**src/rtl/attn_seq_pkg.sv**
```systemverilog
// attn_seq_pkg: shared types and constants for the attention sequencer
// No ports. Provides the FSM and phase enums, the job descriptor struct,
// the operand-select encodings and a wrapping multiply helper.
package attn_seq_pkg;
    localparam int JOB_ADDR_W = 12;
    localparam int JOB_DIM_W  = 16;

    localparam logic SEL_A_INPUT   = 1'b0;
    localparam logic SEL_A_RESULT  = 1'b1;
    localparam logic SEL_B_WEIGHT  = 1'b0;
    localparam logic SEL_B_SCRATCH = 1'b1;

    typedef enum logic [2:0] {IDLE, PREP, ISSUE, WAIT, NEXT, DONE} state_t;
    typedef enum logic [2:0] {PH_Q, PH_K, PH_V, PH_S, PH_Z} phase_t;

    typedef struct packed {
        logic                  a_sel;
        logic                  b_sel;
        logic                  b_transposed;
        logic [JOB_ADDR_W-1:0] a_base;
        logic [JOB_ADDR_W-1:0] b_base;
        logic [JOB_ADDR_W-1:0] res_base;
        logic [JOB_ADDR_W-1:0] sp_base;
        logic [JOB_DIM_W-1:0]  rows;
        logic [JOB_DIM_W-1:0]  inner;
        logic [JOB_DIM_W-1:0]  cols;
        logic                  sp_wr;
        logic                  sp_transpose;
    } attn_job_t;

    localparam int JOB_W = $bits(attn_job_t);

    // Dimension product reduced to the address width (wraps silently).
    function automatic logic [JOB_ADDR_W-1:0] mod_mul(input logic [JOB_DIM_W-1:0] a, input logic [JOB_DIM_W-1:0] b);
        return JOB_ADDR_W'((2*JOB_DIM_W)'(a) * (2*JOB_DIM_W)'(b));
    endfunction
endpackage

```
**src/rtl/attn_seq_ctrl_addr_gen.sv**
```systemverilog
// attn_addr_gen: combinational map from phase and running bases to a job descriptor
// Ports: phase (phase_t encoding); n/d/p dimensions; in_base and the running
// result (rb), scratchpad (sb) and weight (wb) bases; precomputed np/nn/dp
// products; job is the packed attn_job_t descriptor.
module attn_addr_gen
    import attn_seq_pkg::*;
(
    input  logic [2:0]            phase,
    input  logic [JOB_DIM_W-1:0]  n,
    input  logic [JOB_DIM_W-1:0]  d,
    input  logic [JOB_DIM_W-1:0]  p,
    input  logic [JOB_ADDR_W-1:0] in_base,
    input  logic [JOB_ADDR_W-1:0] rb,
    input  logic [JOB_ADDR_W-1:0] sb,
    input  logic [JOB_ADDR_W-1:0] wb,
    input  logic [JOB_ADDR_W-1:0] np,
    input  logic [JOB_ADDR_W-1:0] nn,
    input  logic [JOB_ADDR_W-1:0] dp,
    output logic [JOB_W-1:0]      job
);
    attn_job_t j;
    logic [JOB_ADDR_W-1:0] np2, np3, dp2;

    assign job = j;

    always_comb begin
        np2 = np + np;
        np3 = np2 + np;
        dp2 = dp + dp;
        j = '0;
        j.a_sel = SEL_A_INPUT;
        j.b_sel = SEL_B_WEIGHT;
        j.a_base = in_base;
        j.rows = n;
        j.inner = d;
        j.cols = p;
        case (phase)
            PH_Q: begin
                j.b_base = wb;
                j.res_base = rb;
            end
            PH_K: begin
                j.b_base = wb + dp;
                j.res_base = rb + np;
                j.sp_wr = 1'b1;
                j.sp_base = sb;
            end
            PH_V: begin
                j.b_base = wb + dp2;
                j.res_base = rb + np2;
                j.sp_wr = 1'b1;
                j.sp_transpose = 1'b1;
                j.sp_base = sb + np;
            end
            PH_S: begin
                j.a_sel = SEL_A_RESULT;
                j.a_base = rb;
                j.b_sel = SEL_B_SCRATCH;
                j.b_base = sb;
                j.b_transposed = 1'b1;
                j.inner = p;
                j.cols = n;
                j.res_base = rb + np3;
            end
            default: begin
                j.a_sel = SEL_A_RESULT;
                j.a_base = rb + np3;
                j.b_sel = SEL_B_SCRATCH;
                j.b_base = sb + np;
                j.b_transposed = 1'b1;
                j.inner = n;
                j.res_base = rb + np3 + nn;
            end
        endcase
    end
endmodule

```
**src/rtl/attn_seq_ctrl.sv**
```systemverilog
// attn_seq_ctrl: multi-head attention job sequencer driving a matrix-MAC engine
// Ports: clk, reset_n (async, active-low); start_valid/start_ready with cfg_*
// sampled on accept; job_valid/job_ready descriptor handshake with job_* fields;
// job_done completion pulse from the MAC; done/err end-of-sequence pulse;
// perf_cycles cycle counter, present only when ATTN_SEQ_PERF_EN is defined.
module attn_seq_ctrl
    import attn_seq_pkg::*;
#(
    parameter int ADDR_W    = JOB_ADDR_W,
    parameter int DIM_W     = JOB_DIM_W,
    parameter int NUM_HEADS = 2
) (
    input  logic              clk,
    input  logic              reset_n,
    input  logic              start_valid,
    output logic              start_ready,
    input  logic [DIM_W-1:0]  cfg_n,
    input  logic [DIM_W-1:0]  cfg_d,
    input  logic [DIM_W-1:0]  cfg_p,
    input  logic [ADDR_W-1:0] cfg_in_base,
    input  logic [ADDR_W-1:0] cfg_w_base,
    input  logic [ADDR_W-1:0] cfg_res_base,
    input  logic [ADDR_W-1:0] cfg_sp_base,
    output logic              job_valid,
    input  logic              job_ready,
    output logic              job_a_sel,
    output logic              job_b_sel,
    output logic              job_b_transposed,
    output logic [ADDR_W-1:0] job_a_base,
    output logic [ADDR_W-1:0] job_b_base,
    output logic [ADDR_W-1:0] job_res_base,
    output logic [ADDR_W-1:0] job_sp_base,
    output logic [DIM_W-1:0]  job_rows,
    output logic [DIM_W-1:0]  job_inner,
    output logic [DIM_W-1:0]  job_cols,
    output logic              job_sp_wr,
    output logic              job_sp_transpose,
    input  logic              job_done,
    output logic              done,
    output logic              err,
    output logic [31:0]       perf_cycles
);
    state_t state, state_n;
    phase_t phase, phase_n;
    logic [2:0] head;
    logic [DIM_W-1:0] n_q, d_q, p_q;
    logic [ADDR_W-1:0] in_q, rb, sb, wb, np_q, nn_q, dp_q;
    logic [ADDR_W-1:0] rb_n, sb_n, wb_n, np_g, nn_g, dp_g;
    logic zero_cfg, last_ph, last_head, adv, load_job, err_q;
    logic [JOB_W-1:0] gen_job;
    attn_job_t job_q;

    // In PREP the products are not registered yet, so the first descriptor
    // uses them straight from the multipliers.
    always_comb begin
        np_g = state == PREP ? mod_mul(n_q, p_q) : np_q;
        nn_g = state == PREP ? mod_mul(n_q, n_q) : nn_q;
        dp_g = state == PREP ? mod_mul(d_q, p_q) : dp_q;
        zero_cfg = n_q == '0 || d_q == '0 || p_q == '0;
        last_ph = phase == PH_Z;
        last_head = head == 3'(NUM_HEADS - 1);
        adv = state == NEXT && last_ph;
        rb_n = adv ? rb + (np_q << 2) + nn_q : rb;
        sb_n = adv ? sb + (np_q << 1) : sb;
        wb_n = adv ? wb + (dp_q << 1) + dp_q : wb;
        phase_n = state != NEXT ? phase : last_ph ? PH_Q : phase_t'(phase + 3'd1);
        state_n = state;
        case (state)
            IDLE:    state_n = start_valid ? PREP : IDLE;
            PREP:    state_n = zero_cfg ? DONE : ISSUE;
            ISSUE:   state_n = job_ready ? WAIT : ISSUE;
            WAIT:    state_n = job_done ? NEXT : WAIT;
            NEXT:    state_n = last_ph && last_head ? DONE : ISSUE;
            default: state_n = IDLE;
        endcase
        load_job = state_n == ISSUE && (state == PREP || state == NEXT);
    end

    attn_addr_gen u_addr_gen (
        .phase   (phase_n),
        .n       (n_q),
        .d       (d_q),
        .p       (p_q),
        .in_base (in_q),
        .rb      (rb_n),
        .sb      (sb_n),
        .wb      (wb_n),
        .np      (np_g),
        .nn      (nn_g),
        .dp      (dp_g),
        .job     (gen_job)
    );

    always_ff @(posedge clk or negedge reset_n) begin
        if (!reset_n) begin
            state <= IDLE;
            phase <= PH_Q;
            head <= '0;
            n_q <= '0;
            d_q <= '0;
            p_q <= '0;
            in_q <= '0;
            rb <= '0;
            sb <= '0;
            wb <= '0;
            np_q <= '0;
            nn_q <= '0;
            dp_q <= '0;
            err_q <= 1'b0;
            job_q <= '0;
        end else begin
            state <= state_n;
            if (state == IDLE && start_valid) begin
                n_q <= cfg_n;
                d_q <= cfg_d;
                p_q <= cfg_p;
                in_q <= cfg_in_base;
                rb <= cfg_res_base;
                sb <= cfg_sp_base;
                wb <= cfg_w_base;
                phase <= PH_Q;
                head <= '0;
            end else begin
                rb <= rb_n;
                sb <= sb_n;
                wb <= wb_n;
                phase <= phase_n;
                head <= adv ? head + 3'd1 : head;
            end
            if (state == PREP) begin
                np_q <= np_g;
                nn_q <= nn_g;
                dp_q <= dp_g;
                err_q <= zero_cfg;
            end
            if (load_job)
                job_q <= attn_job_t'(gen_job);
        end
    end

    assign start_ready = state == IDLE;
    assign job_valid = state == ISSUE;
    assign done = state == DONE;
    assign err = done && err_q;
    assign job_a_sel = job_q.a_sel;
    assign job_b_sel = job_q.b_sel;
    assign job_b_transposed = job_q.b_transposed;
    assign job_a_base = job_q.a_base;
    assign job_b_base = job_q.b_base;
    assign job_res_base = job_q.res_base;
    assign job_sp_base = job_q.sp_base;
    assign job_rows = job_q.rows;
    assign job_inner = job_q.inner;
    assign job_cols = job_q.cols;
    assign job_sp_wr = job_q.sp_wr;
    assign job_sp_transpose = job_q.sp_transpose;

`ifdef ATTN_SEQ_PERF_EN
    logic [31:0] perf_q;

    // Counts every non-IDLE cycle including DONE, so the held value equals
    // the distance from the accept cycle to the done cycle.
    always_ff @(posedge clk or negedge reset_n) begin
        if (!reset_n)
            perf_q <= '0;
        else if (state == IDLE)
            perf_q <= start_valid ? '0 : perf_q;
        else
            perf_q <= perf_q + 32'd1;
    end

    assign perf_cycles = perf_q;
`else
    assign perf_cycles = '0;
`endif
endmodule

```
**config.mk**
```make
export PLATFORM = sky130hd
export DESIGN_NAME = attn_seq_ctrl
export DESIGN_NICKNAME = d
export VERILOG_FILES = /design/src/rtl/attn_seq_pkg.sv /design/src/rtl/attn_seq_ctrl_addr_gen.sv /design/src/rtl/attn_seq_ctrl.sv
export SDC_FILE = /design/constraint.sdc
export NUM_CORES = 1
export LEC_CHECK = 0
export CELL_PAD_IN_SITES_DETAIL_PLACEMENT = 0
export CELL_PAD_IN_SITES_GLOBAL_PLACEMENT = 1
export CORE_ASPECT_RATIO = 1.2
export CORE_MARGIN = 10
export CORE_UTILIZATION = 39
export CTS_CLUSTER_SIZE = 25
export DETAILED_ROUTE_END_ITERATION = 10
export GPL_ROUTABILITY_DRIVEN = 0
export PLACE_DENSITY = 0.81
export SLEW_MARGIN = 20
export SYNTH_ARGS = -nofsm -noshare
export SYNTH_HDL_FRONTEND = slang
export SYNTH_HIERARCHICAL = 1
export SYNTH_SLANG_ARGS = --single-unit
```
**constraint.sdc**
```tcl
create_clock -name clk -period 10.2 [get_ports clk]
set_clock_uncertainty 0.05 [all_clocks]
set_input_delay 2.04 -clock clk [delete_from_list [all_inputs] [get_ports clk]]
set_output_delay 2.04 -clock clk [all_outputs]
set_load 0.01 [all_outputs]
```
==> impl_metrics.tcl <==
set metrics [dict create \
    multi_input_area_mm2 0.01537 \
    crit_path_end "job_res_base[11]" \
    rr_worst_depth 24 \
    diodes 0 \
    crit_type "reg -> reg" \
    final_cell_mix "nand2_1 (540), dfrtp_1 (243), inv_1 (213)" \
    vias_per_cell 5.327 \
    antenna_found_initial 2 \
    syn_avg_cell_area_um2 9.134 \
    io_pins 238 \
    drtPass1Iterations 7 \
    htreeDepth 1 \
    die_w_um 241.6 \
    final_net_count 3089 \
    first_global_vias 19360 \
    crit_required_ns 10.63 \
    crit_path_end_kind "register" \
    synthesis.instances 2515 \
    wl_per_cell_um 20.68 \
    num-fill-cells 5564 \
    root_buffer "clkbuf_16" \
    drtIter0Drc 1434 \
    reg2reg_slack_ns 2.07 \
    worstHoldPathType "reg -> reg" \
    ys_types 73 \
    max_freq_mhz 123.0 \
    async_flop_share_pct 100.0 \
    setup_violations 0 \
    clk_pin_slew_ns 0.06 \
    grt_max_degree 113 \
    ant_nets 0 \
    finalCritPeriodShare_pct 79.68 \
    drc 0 \
    maxCapViolations 0 \
    post_cts_resize_count 0 \
    final_max_slew_viol_count 0 \
    start_util_pct 39.35 \
    fin_ws_ns 2.073 \
    die-height_um 285.9 \
    rows 97 \
    worstReg2RegEnd "job_res_base[11]" \
    min_period_ns 8.127 \
    clock-sinks 243 \
    grt_pass1_wl_mm 112.7 \
    core_area_mm2 0.05838 \
    yosysWarnings 6 \
    rsz0062_at_grt "no" \
    grt-ovfl-total 0 \
    start_kind "register" \
    startpoint "n_q[2]" \
    port_buffers 205 \
    outcome "complete, no violations" \
    clk_latency_ns 0.60 \
    yosysTopAreaCellShare_pct 26.47 \
    drive_gt1_share_pct 9.933 \
    seq_area_frac_synth_pct 26.47 \
    ctsHoldBuffers 0 \
    synthesis.area_mm2 0.02297 \
    synth-main-ff-cell "dfrtp_1" \
    critPathArrivalTime_ns 8.56 \
    cts_made_buffers 31 \
    relSlewSlack_pct 19.23 \
    vias 18485 \
    regArea_mm2 0.006081 \
    drt_wl_total_mm 71.77 \
    worst_pin_slew_ns 1.212 \
    cts_setup_buffers 0 \
    dp_hpwl_mm 54.81 \
    cts_tree "built" \
    clk_path_buf_depth 3 \
    post-place-ws_ns 2.072 \
    grt_util_all_layers_pct 20.43 \
    finalHoldViolCount 0 \
    fin_setup_tns_ns 0 \
    path_max_fanout 24 \
    ys_top_cells_by_area "dfrtp_1 (26%), fa_1 (13%), ha_1 (10%)" \
    synth-seq-cells 243 \
    area_growth_pct 15.85 \
    die_area_mm2 0.06905 \
    reg2reg_from "n_q[2]" \
    final_common_cell "nand2_1" \
    synth_edf_count 0 \
    hold_depth 2 \
    yosysTopAreaCell "dfrtp_1" \
]
## area by class of cell
type / instances / area share, %
multi-input combinational: 1926 / 57.75
sequential: 243 / 22.85
timing repair buffer: 238 / 8.707
tap: 792 / 3.724
clock buffer: 46 / 3.540
inverter: 214 / 3.018
clock inverter: 11 / 0.4137
## metal layers
layer	global-route usage [%]	part of all wire, %	vias to the layer above
met1	24.46	41	9130
met2	35.15	48	635
met5	0	0.036	-
met4	10.47	5.2	4
li1	-	-	8543
met3	3.067	5.4	173
## worst min-delay path by stage
stage | startpoint | to | slack [ns]
3_3_place_gp | np_q[11] | np_q[11] | 0.41
3_5_place_dp | np_q[11] | np_q[11] | 0.41
5_1_grt | np_q[11] | np_q[11] | 0.45
4_1_cts | np_q[11] | np_q[11] | 0.43
6_report | np_q[11] | np_q[11] | 0.43
2_1_floorplan | err_q | err_q | 0.39
## cell usage after synthesis (4+ instances only)
library cell  count
a21o_1           37
inv_1           213
o31ai_1           4
buf_4            50
or3_1             5
o21ai_0         148
a221oi_1          6
a221o_1           5
mux2_4           90
nor2_1           84
buf_2            11
fa_1            147
ha_1            187
xor2_1           43
and3_1            6
a211oi_1         23
clkbuf_1         85
nor2b_1          17
a21oi_1          84
and2_1           62
nor3_1           13
nand3b_1          7
o21a_1           14
buf_1             7
o211ai_1          7
o22ai_1           6
o21bai_1         10
a31oi_1          20
dfrtp_1         243
a22o_1           13
xnor2_1         103
nand2_1         542
a2bb2oi_1         4
nand3_1          11
mux2i_1          40
nand4_1           5
nor3b_1           4
buf_6            10
nand2b_1         20
mux2_2           63
nor4_1           14
## kinds of logic after synthesis
logic type,after synthesis,share of synthesized area (%)
AND/OR/NAND/NOR,806,15.23
AO/OA/AOI/OAI,410,11.15
buffers and inverters,377,7.364
adder cells (fa/ha/maj),334,23.00
flip-flops,243,26.47
multiplexers,195,10.91
XOR/XNOR,149,5.861
other,1,0.01632
## per-stage QoR
stage	hold WS, ns	util (%)	area [um^2]	std cells
after floorplan	0.3875	-	23090	2546
after global placement	0.4102	43.77	25550	3413
after detailed placement	0.4136	43.77	25550	3413
after CTS	0.4305	45.58	26610	3470
after global routing	0.4514	45.59	26610	3470
final	0.4304	45.59	26610	3470
## registers in the layout, summed over array words and instances, names as in the netlist, 3 cells and up
register and count:
dp_q 12, job_a_base 12, n_q 16, phase 3, sb 12, d_q 16, job_inner 16, job_res_base 12
np_q 12, state 3, nn_q 12, job_cols 16, in_q 12, p_q 16, job_sp_base 12, job_b_base 12
head 3, job_rows 16, wb 12, rb 12
## critical path, cell delays in order (launching register included)
cell       delay [ns]
dfrtp_1          0.92
nand2_1          0.17
fa_1             0.52
inv_1            0.05
ha_1             0.27
ha_1             0.31
fa_1             0.49
ha_1             0.15
inv_1            0.06
fa_1             0.50
o21ai_0          0.68
fa_1             0.55
ha_1             0.36
o21a_1           0.13
a2111oi_0        0.42
nor3_1           0.13
xor2_1           0.28
ha_1             0.32
and4_1           0.20
a221oi_1         0.26
o21ai_0          0.20
a31o_2           0.30
xnor2_1          0.12
a221o_1          0.29
mux2_4           0.26
Power is left out: the tool's default activity adds up to more than one toggle a clock period on the data nets, which glitch-free logic cannot reach.
